### config.mk
export PLATFORM = sky130hd
export DESIGN_NAME = uart_rx_fifo
export DESIGN_NICKNAME = d
export VERILOG_FILES = /design/src/rtl/uart_rx_fifo_pkg.sv /design/src/rtl/uart_rx_fifo_ram.sv /design/src/rtl/uart_rx_fifo.sv
export SDC_FILE = /design/constraint.sdc
export NUM_CORES = 1
export LEC_CHECK = 0
export CAP_MARGIN = 10
export CORE_MARGIN = 1.5
export CORE_UTILIZATION = 35
export CTS_CLUSTER_DIAMETER = 200
export DETAILED_ROUTE_END_ITERATION = 7
export GPL_TIMING_DRIVEN = 0
export PLACE_DENSITY = 0.58
export SLEW_MARGIN = 15
export SYNTH_ARGS = -nofsm -noshare
export SYNTH_HDL_FRONTEND = slang
export SYNTH_SLANG_ARGS = --single-unit
export TNS_END_PERCENT = 1
### constraint.sdc
create_clock -name clk -period 3.8 [get_ports clk]
set_clock_uncertainty 0.2 [all_clocks]
set_input_delay 0.57 -clock clk [delete_from_list [all_inputs] [get_ports clk]]
set_output_delay 0.57 -clock clk [all_outputs]
set_load 0.01 [all_outputs]
### src/rtl/uart_rx_fifo_pkg.sv
// -----------------------------------------------------------------------------
// uart_rx_fifo_pkg
// Purpose : default geometry for the UART receive FIFO and its storage array.
// Ports   : none (package).
// -----------------------------------------------------------------------------
package uart_rx_fifo_pkg;

  // Default geometry: one UART byte per entry, sixteen entries deep.
  localparam int unsigned RXF_DEPTH_DEF  = 16;
  localparam int unsigned RXF_WIDTH_DEF  = 8;
  // Default interrupt threshold: raise irq as soon as one byte is waiting.
  localparam int unsigned RXF_THRESH_DEF = 1;

endpackage : uart_rx_fifo_pkg

### src/rtl/uart_rx_fifo_ram.sv
// -----------------------------------------------------------------------------
// fifo_ram
// Purpose : DEPTH x WIDTH storage for the UART receive FIFO. Synchronous
//           write, asynchronous read, no reset on the array so it can map
//           onto distributed RAM.
// Ports   : clk    - system clock
//           we     - write enable
//           waddr  - write index
//           wdata  - write data
//           raddr  - read index
//           rdata  - combinational read data at raddr
// -----------------------------------------------------------------------------
module fifo_ram
  import uart_rx_fifo_pkg::*;
#(
  parameter int unsigned DEPTH = RXF_DEPTH_DEF,
  parameter int unsigned WIDTH = RXF_WIDTH_DEF,
  parameter int unsigned AW    = $clog2(DEPTH)
) (
  input  logic             clk,
  input  logic             we,
  input  logic [AW-1:0]    waddr,
  input  logic [WIDTH-1:0] wdata,
  input  logic [AW-1:0]    raddr,
  output logic [WIDTH-1:0] rdata
);

  logic [WIDTH-1:0] mem_r [DEPTH];

  // Storage write port; contents deliberately survive reset.
  always_ff @(posedge clk) begin
    if (we) begin
      mem_r[waddr] <= wdata;
    end
  end

  assign rdata = mem_r[raddr];

endmodule : fifo_ram

### src/rtl/uart_rx_fifo.sv
// -----------------------------------------------------------------------------
// uart_rx_fifo
// Purpose : receive-byte FIFO between the UART receiver and the CPU data
//           register. First-word-fall-through head, occupancy/full/empty
//           status, sticky overrun and a level threshold interrupt.
// Ports   : clk      - system clock
//           rst_n    - asynchronous active-low reset (pointers and flags)
//           clr      - synchronous flush, also clears overrun
//           wr_en    - push wr_data this cycle
//           wr_data  - byte to push
//           rd_en    - pop the head this cycle
//           rd_data  - head entry, zero while empty
//           empty    - no entries stored
//           full     - count equals DEPTH
//           count    - current occupancy
//           overrun  - sticky, set when a push is dropped
//           ovr_clr  - clears overrun
//           irq      - level, count >= THRESH
// -----------------------------------------------------------------------------
module uart_rx_fifo
  import uart_rx_fifo_pkg::*;
#(
  parameter int unsigned DEPTH  = RXF_DEPTH_DEF,
  parameter int unsigned WIDTH  = RXF_WIDTH_DEF,
  parameter int unsigned THRESH = RXF_THRESH_DEF
) (
  input  logic                     clk,
  input  logic                     rst_n,
  input  logic                     clr,
  input  logic                     wr_en,
  input  logic [WIDTH-1:0]         wr_data,
  input  logic                     rd_en,
  output logic [WIDTH-1:0]         rd_data,
  output logic                     empty,
  output logic                     full,
  output logic [$clog2(DEPTH):0]   count,
  output logic                     overrun,
  input  logic                     ovr_clr,
  output logic                     irq
);

  localparam int unsigned AW = $clog2(DEPTH);
  localparam int unsigned PW = AW + 1;
  localparam logic [PW-1:0] PTR_ONE  = {{(PW-1){1'b0}}, 1'b1};
  localparam logic [PW-1:0] PTR_ZERO = {PW{1'b0}};
  localparam logic [PW-1:0] THRESH_P = PW'(THRESH);

  // Pointers carry one extra MSB as a wrap flag so full and empty differ.
  logic [PW-1:0]    wp_r;
  logic [PW-1:0]    rp_r;
  logic             overrun_r;

  logic             push_s;
  logic             pop_s;
  logic             drop_s;
  logic [WIDTH-1:0] ram_rdata_s;

  // Status is decoded only from registered pointers, so it never glitches
  // on wr_en/rd_en.
  assign empty = (wp_r == rp_r);
  assign full  = (wp_r[AW-1:0] == rp_r[AW-1:0]) && (wp_r[AW] != rp_r[AW]);
  assign count = wp_r - rp_r;
  assign irq   = (count >= THRESH_P);

  // A simultaneous pop frees the head slot, so a push while full is still
  // accepted when rd_en is high. The write lands on the slot being read,
  // which the CPU has already sampled combinationally this cycle.
  assign push_s = wr_en & (~full | rd_en) & ~clr;
  assign pop_s  = rd_en & ~empty & ~clr;
  assign drop_s = wr_en & full & ~rd_en & ~clr;

  assign overrun = overrun_r;
  assign rd_data = empty ? {WIDTH{1'b0}} : ram_rdata_s;

  fifo_ram #(
    .DEPTH (DEPTH),
    .WIDTH (WIDTH),
    .AW    (AW)
  ) u_fifo_ram (
    .clk   (clk),
    .we    (push_s),
    .waddr (wp_r[AW-1:0]),
    .wdata (wr_data),
    .raddr (rp_r[AW-1:0]),
    .rdata (ram_rdata_s)
  );

  // Write and read pointers; flush returns both to zero.
  always_ff @(posedge clk or negedge rst_n) begin
    if (!rst_n) begin
      wp_r <= PTR_ZERO;
      rp_r <= PTR_ZERO;
    end else if (clr) begin
      wp_r <= PTR_ZERO;
      rp_r <= PTR_ZERO;
    end else begin
      if (push_s) begin
        wp_r <= wp_r + PTR_ONE;
      end
      if (pop_s) begin
        rp_r <= rp_r + PTR_ONE;
      end
    end
  end

  // Sticky overrun: flush beats explicit clear, explicit clear beats a drop.
  always_ff @(posedge clk or negedge rst_n) begin
    if (!rst_n) begin
      overrun_r <= 1'b0;
    end else if (clr) begin
      overrun_r <= 1'b0;
    end else if (ovr_clr) begin
      overrun_r <= 1'b0;
    end else if (drop_s) begin
      overrun_r <= 1'b1;
    end
  end

endmodule : uart_rx_fifo

Yosys cells after proc, flatten, opt, wreduce, memory -nomap -nowiden
Memories as Yosys holds them, arrays and structs flattened.
Cells that the tools add are included.
{"block": "totals", "ramBits": 128, "n_memories": 1, "ff_bits": 11, "inputBits": 14}
{"memory": "u_fifo_ram.mem_r", "depth": 16, "word_bits": 8, "rd": 1, "rd_ports_with_merged_regs": 0, "wr": 1, "line_no": "uart_rx_fifo_ram.sv:28", "source": "logic [WIDTH-1:0] mem_r [DEPTH];"}
{"block": "op_classes", "magnitude_cmp": 1, "mux": 10, "reduce_logical": 4, "bitwise": 12, "n_eq_ne": 3, "n_addsub": 3}
{"op": "5-bit two-way mux", "count": 4}
{"op": "5-bit by 1-bit adder with 5-bit output, second input constant", "count": 2}
{"op": "8-bit two-way mux", "count": 1}
{"op": "1-bit AND", "count": 7}
{"op": "5-bit equality test", "count": 1}
{"op": "5-bit by 1-bit >= comparator with 1-bit output, second input constant", "count": 1}
{"op": "1-bit two-way mux", "count": 5}
{"op": "5-bit subtractor", "count": 1}
{"op": "4-bit equality test", "count": 1}
{"op": "1-bit inverter", "count": 4}
{"op": "2-bit nonzero test", "count": 2}
{"op": "3-bit nonzero test", "count": 1}
{"op": "1-bit logical AND", "count": 1}
{"op": "1-bit != test", "count": 1}
{"op": "1-bit OR", "count": 1}

Longest topological paths before layout
{"block": "depth", "ltp_word": 8, "depth_mapped": 8}

By module
From an unflattened synthesis, not the netlist that was laid out.
{"block": "hier_totals", "cells_unflattened": 309, "area_unflattened_um2": 5793.1}
{"mod": "fifo_ram", "seq_area_each_um2": 3843.7, "cells_per_inst": 221, "area_each_um2": 4987.3, "instances": 1}
{"mod": "uart_rx_fifo", "seq_area_each_um2": 275.3, "cells_per_inst": 88, "area_each_um2": 805.8, "instances": 1}

Worst setup path before layout
Ideal clock, no wire load.
{"block": "synth_timing", "path_kind": "reg2reg", "start": "register rp_r[2]", "end": "memory u_fifo_ram.mem_r[0][0] (netlist name) (enable)", "arrival_time_ns": 2.593, "stages_incl_launch_ff": 8, "period_less_slack_ns": 3.188, "setup_ns": 0.395, "path_slack_ns": 0.612, "path_cell_list": "dfrtp_1 -> clkbuf_1 -> inv_2 -> ha_1 -> nand4_1 -> o31ai_1 -> buf_2 -> nor4_1"}
{"block": "synth_via", "elab_chain_len": 8}
{"item": "from (decl)", "line_no": "uart_rx_fifo.sv:50", "source": "logic [PW-1:0] rp_r;"}
{"item": "from (signal assigned)", "line_no": "uart_rx_fifo.sv:101", "source": "rp_r <= rp_r + PTR_ONE;"}
{"item": "4-bit equality test", "line_no": "uart_rx_fifo.sv:61", "source": "assign full = (wp_r[AW-1:0] == rp_r[AW-1:0]) && (wp_r[AW] != rp_r[AW]);"}
{"item": "1-bit logical AND", "line_no": "uart_rx_fifo.sv:61"}
{"item": "1-bit inverter", "line_no": "uart_rx_fifo.sv:68", "source": "assign push_s = wr_en & (~full | rd_en) & ~clr;"}
{"item": "1-bit OR", "line_no": "uart_rx_fifo.sv:68"}
{"item": "1-bit AND (2 in a row)", "line_no": "uart_rx_fifo.sv:68"}
{"item": "1-bit two-way mux", "line_no": "uart_rx_fifo_ram.sv:32", "source": "if (we) begin"}
{"item": "1-bit two-way mux (implied by the code)", "line_no": "uart_rx_fifo_ram.sv:33", "source": "mem_r[waddr] <= wdata;"}
{"item": "to (decl)", "line_no": "uart_rx_fifo_ram.sv:28"}
Every way passes these cells.

Worst setup path after layout
{"block": "layout_timing", "start": "register rp_r[0]", "end": "output rd_data[0]"}
{"block": "layout_via", "elab_chain_len": 2, "word_cells_on_any_way": 3, "classes_between": "eq/ne: 1; mux: 1; memory: 1"}
{"item": "memory read 16 x 8 bit / 5-bit equality test (equally long branches)"}
{"item": "8-bit two-way mux (*)", "line_no": "uart_rx_fifo.sv:73", "source": "assign rd_data = empty ? {WIDTH{1'b0}} : ram_rdata_s;"}
{"item": "to (decl)", "line_no": "uart_rx_fifo.sv:33", "source": "output logic [WIDTH-1:0] rd_data,"}
Mark *: on every way between the ends. The rest lies on a longest branch, timed or not.

==> impl_metrics.json <==
{
  "fmaxAchievable_mhz": 271,
  "synth_nets": 339,
  "critical_path.reg2reg.startpoint": "rp_r[2]",
  "initial_core_util_pct": 36.1,
  "critical-path-max-stage-delay_ps": 570,
  "synthesis.yosys.warnings": 0,
  "synth.ff_latch_count": 139,
  "grt_antenna_before_repair": 0,
  "final-max-slew-violation-count": 0,
  "post-route-worst-setup-slack_ps": 109,
  "dominant_combinational_cell_family_by_area_after_synthesis": "multiplexers",
  "postRouteAntennaNets": 0,
  "drive_gt1_share_pct": 27.7,
  "cts_inserted_buffers": 17,
  "post_synth.cell_area_avg_um2": 18.4,
  "classification_of_the_worst_slack_hold_path": "in -> async",
  "timing.final.crit_period_ps": 3690,
  "synth_cells": 315,
  "netlist_area_um2": 5780,
  "cp-start-kind": "register",
  "area.growth.synth_to_final_pct": 23.8,
  "tightest_slew_ps": 875,
  "core_area_um2": 16000,
  "drt-wirelength-per-cell_um": 20.6,
  "die_x_um": 132,
  "place.port_buffers": 30,
  "synth-simple-area-share_pct": 5.99,
  "placement_rows": 46,
  "nets": 401,
  "grt_pass1_vias": 3278,
  "clock_tree_from_tritoncts": "yes",
  "dr.first_iter.drc_count": 222,
  "postRouteWirelength_um": 12500,
  "worstPathCellList": "buf_6 -> clkbuf_4 -> mux4_2 -> mux2i_1 -> a211oi_1 -> clkdlybuf4s50_1",
  "antenna_cells": 0,
  "drt_drc_violations_left": 0,
  "cts_max_path_buffers": 2,
  "post_synth_num_cell_types": 39,
  "dieHeight_um": 132,
  "area_after_dpl_um2": 6510,
  "setup-tns-final_ps": 0,
  "cp_max_fo": 10,
  "power-per-cell-area_nw_per_um2": 562,
  "synth-adder-area-share_pct": 2.29,
  "grt_start_max_net_pins": 17,
  "sequential_fraction_of_the_synthesis_area_pct": 71.2,
  "path_class": "reg -> out",
  "fillers": 1436,
  "final-hold-violation-count": 0,
  "outcome": "finished, final reports clean",
  "vias": 3147,
  "synth_compound_area_share_pct": 2.66,
  "design.die.area_um2": 17300,
  "cts.sink_count": 139,
  "number_of_search_and_repair_iterations_in_the_first_detailed_routing_pass": 4,
  "placed_wire_length_estimate_um": 8460,
  "globalRouteOverflowTotal": 0,
  "crit_path_top_delay_cell": "sky130_fd_sc_hd__mux4_2",
  "fin_util_pct": 44.7,
  "postLayoutCellArea_um2": 7160,
  "globalRouteTotalUtil_pct": 15.5,
  "clock_insertion_delay_worst_skew_ps": 420,
  "max-cap-violations": 0,
  "irDropWorstVdd_uv": 327,
  "worst-endpoint-required_ps": 3030,
  "global_route_wire_length_before_repair_um": 19300,
  "post_synth_xor_area_fraction_pct": 1.36,
  "timing.reg2reg.worst_path_depth": 9,
  "cts_htree_levels": 4,
  "rrSetupSlack_ps": 440,
  "cts.clk_slew.worst_paths_ps": 60,
  "gp_congestion": 0.772,
  "muxShareOfSynthArea_pct": 14.5,
  "critical_path.endpoint_type": "output pin",
  "cp_data_arrival_time_ps": 2920,
  "ctsRootBufferMaster": "sky130_fd_sc_hd__clkbuf_16",
  "r2r_end": "u_fifo_ram.mem_r[15][1]",
  "vias_per_cell": 5.19,
  "ioPinCount": 31,
  "slew_headroom_pct": 41.3,
  "post-route-period-util_pct": 97.1,
  "pre_cts_ws_ps": -474,
  "rsz_0062_raised_after_global_routing": "false",
  "power_leakage_nw": 2.41,
  "report.final.setup_viol": 0
}
[worst max path at each step]
stage | from | endpoint
floorplan | rp_r[2] | u_fifo_ram.mem_r[0][0]
global placement | rp_r[2] | u_fifo_ram.mem_r[2][1]
detailed placement | rp_r[2] | rd_data[5]
CTS | rp_r[0] | rd_data[0]
global route | rp_r[0] | rd_data[0]
finish | rp_r[0] | rd_data[0]
[through the flow]
stage	hold WS (ps)	std cells	power, mW
2_1_floorplan	74.4	315	2.13
6_report	312	606	4.03
4_1_cts	316	606	4.06
5_1_grt	352	606	4.18
3_3_place_gp	343	561	2.40
3_5_place_dp	365	571	2.41
[cells by family (layout without fill, tap and decap cells)]
family,after synthesis,count (layout)
AND/OR/NAND/NOR,67,67
flip-flops,139,139
adder cells (fa/ha/maj),10,10
XOR/XNOR,9,9
multiplexers,42,42
buffers and inverters,24,99
AO/OA/AOI/OAI,24,24
[cell usage in the layout, fill, tap and decap left out, types with 2 or more instances in the layout]
master,instances
sky130_fd_sc_hd__edfxtp_1,128
sky130_fd_sc_hd__mux4_2,32
sky130_fd_sc_hd__clkdlybuf4s50_1,28
sky130_fd_sc_hd__clkbuf_16,17
sky130_fd_sc_hd__nand2_1,15
sky130_fd_sc_hd__buf_4,12
sky130_fd_sc_hd__nor3_2,12
sky130_fd_sc_hd__dfrtp_1,11
sky130_fd_sc_hd__nor2_1,9
sky130_fd_sc_hd__mux2i_1,9
sky130_fd_sc_hd__ha_1,9
sky130_fd_sc_hd__inv_1,7
sky130_fd_sc_hd__and3_1,7
sky130_fd_sc_hd__buf_2,6
sky130_fd_sc_hd__nand2b_1,6
sky130_fd_sc_hd__xor2_1,5
sky130_fd_sc_hd__a21oi_1,5
sky130_fd_sc_hd__o21ai_0,5
sky130_fd_sc_hd__a211oi_1,5
sky130_fd_sc_hd__inv_8,5
sky130_fd_sc_hd__xnor2_1,4
sky130_fd_sc_hd__clkbuf_1,4
sky130_fd_sc_hd__nor4_2,4
sky130_fd_sc_hd__nor3_1,3
sky130_fd_sc_hd__or3_1,3
sky130_fd_sc_hd__clkinv_4,3
sky130_fd_sc_hd__inv_6,3
sky130_fd_sc_hd__inv_4,2
sky130_fd_sc_hd__buf_6,2
sky130_fd_sc_hd__a211oi_2,2
sky130_fd_sc_hd__o211ai_1,2
sky130_fd_sc_hd__nand3_1,2
sky130_fd_sc_hd__dlymetal6s2s_1,2
[worst max-delay path: cells and delay by family, from the launching register on]
family	cells	cell delay (ps)
AOI/OAI and AO/OA	1	160
muxes	2	890
buffers and inverters	3	1010
DFF	1	430
[cell usage after synthesis (all sizes together)]
cell type	n	area share, %
edfxtp	128	66
mux4	33	13
nand2	15	0.97
nor3	15	1.3
dfrtp	11	4.8
nor2	10	0.65
buf	9	1.0
ha	9	1.9
mux2i	9	1.6
inv	8	0.52
a211oi	7	0.91
and3	7	0.76
clkbuf	6	0.39
nand2b	6	0.65
o21ai	6	0.52
a21oi	5	0.43
xor2	5	0.76
nor4	4	0.43
xnor2	4	0.61
or3	3	0.32
nand3	2	0.17
nor2b	2	0.35
o211ai	2	0.26
a21boi	1	0.13
a21o	1	0.13
and4	1	0.15
clkinv	1	0.065
fa	1	0.35
nand4	1	0.11
nor3b	1	0.13
o311ai	1	0.15
o31ai	1	0.13
[metal layers]
layer | routed length, µm | share of wire (%) | up-vias | GRT usage (%)
li1 | - | - | 1394 | -
met1 | 5470 | 44 | 1641 | 20.4
met5 | 0 | 0 | - | 0
met4 | 170 | 1.4 | 0 | 6.60
met3 | 702 | 5.6 | 12 | 3.40
met2 | 6150 | 49 | 100 | 24.7
[sequential cells by signal, summed over array words and instances (netlist names)]
| name | flops |
|---|---|
| u_fifo_ram.mem_r | 128 |
| rp_r | 5 |
| wp_r | 5 |
| overrun | 1 |
[layout make-up]
class | count | area (µm²) | share of cell area (%)
clock buffer | 17 | 425 | 5.94
inverter | 9 | 38.8 | 0.542
timing repair buffer | 43 | 410 | 5.73
clock inverter | 15 | 155 | 2.17
multi-input combinational | 152 | 1650 | 23.1
tap | 216 | 270 | 3.77
sequential | 139 | 4120 | 57.5
buffer | 15 | 88.8 | 1.24
[power by group]
part	total, mW	internal [mW]	switching, mW
Combinational	0.720	0.374	0.346
Sequential	1.70	1.69	0.0111
Clock	1.61	0.926	0.680
[repair_timing]
action                     4_1_cts  5_1_grt
pin swaps                        2        0
resized for setup                6        9
hold buffers                     0        0
buffers inserted                 3        0
setup endpoints to repair       82        8
(Power assumes the default switching activity.)
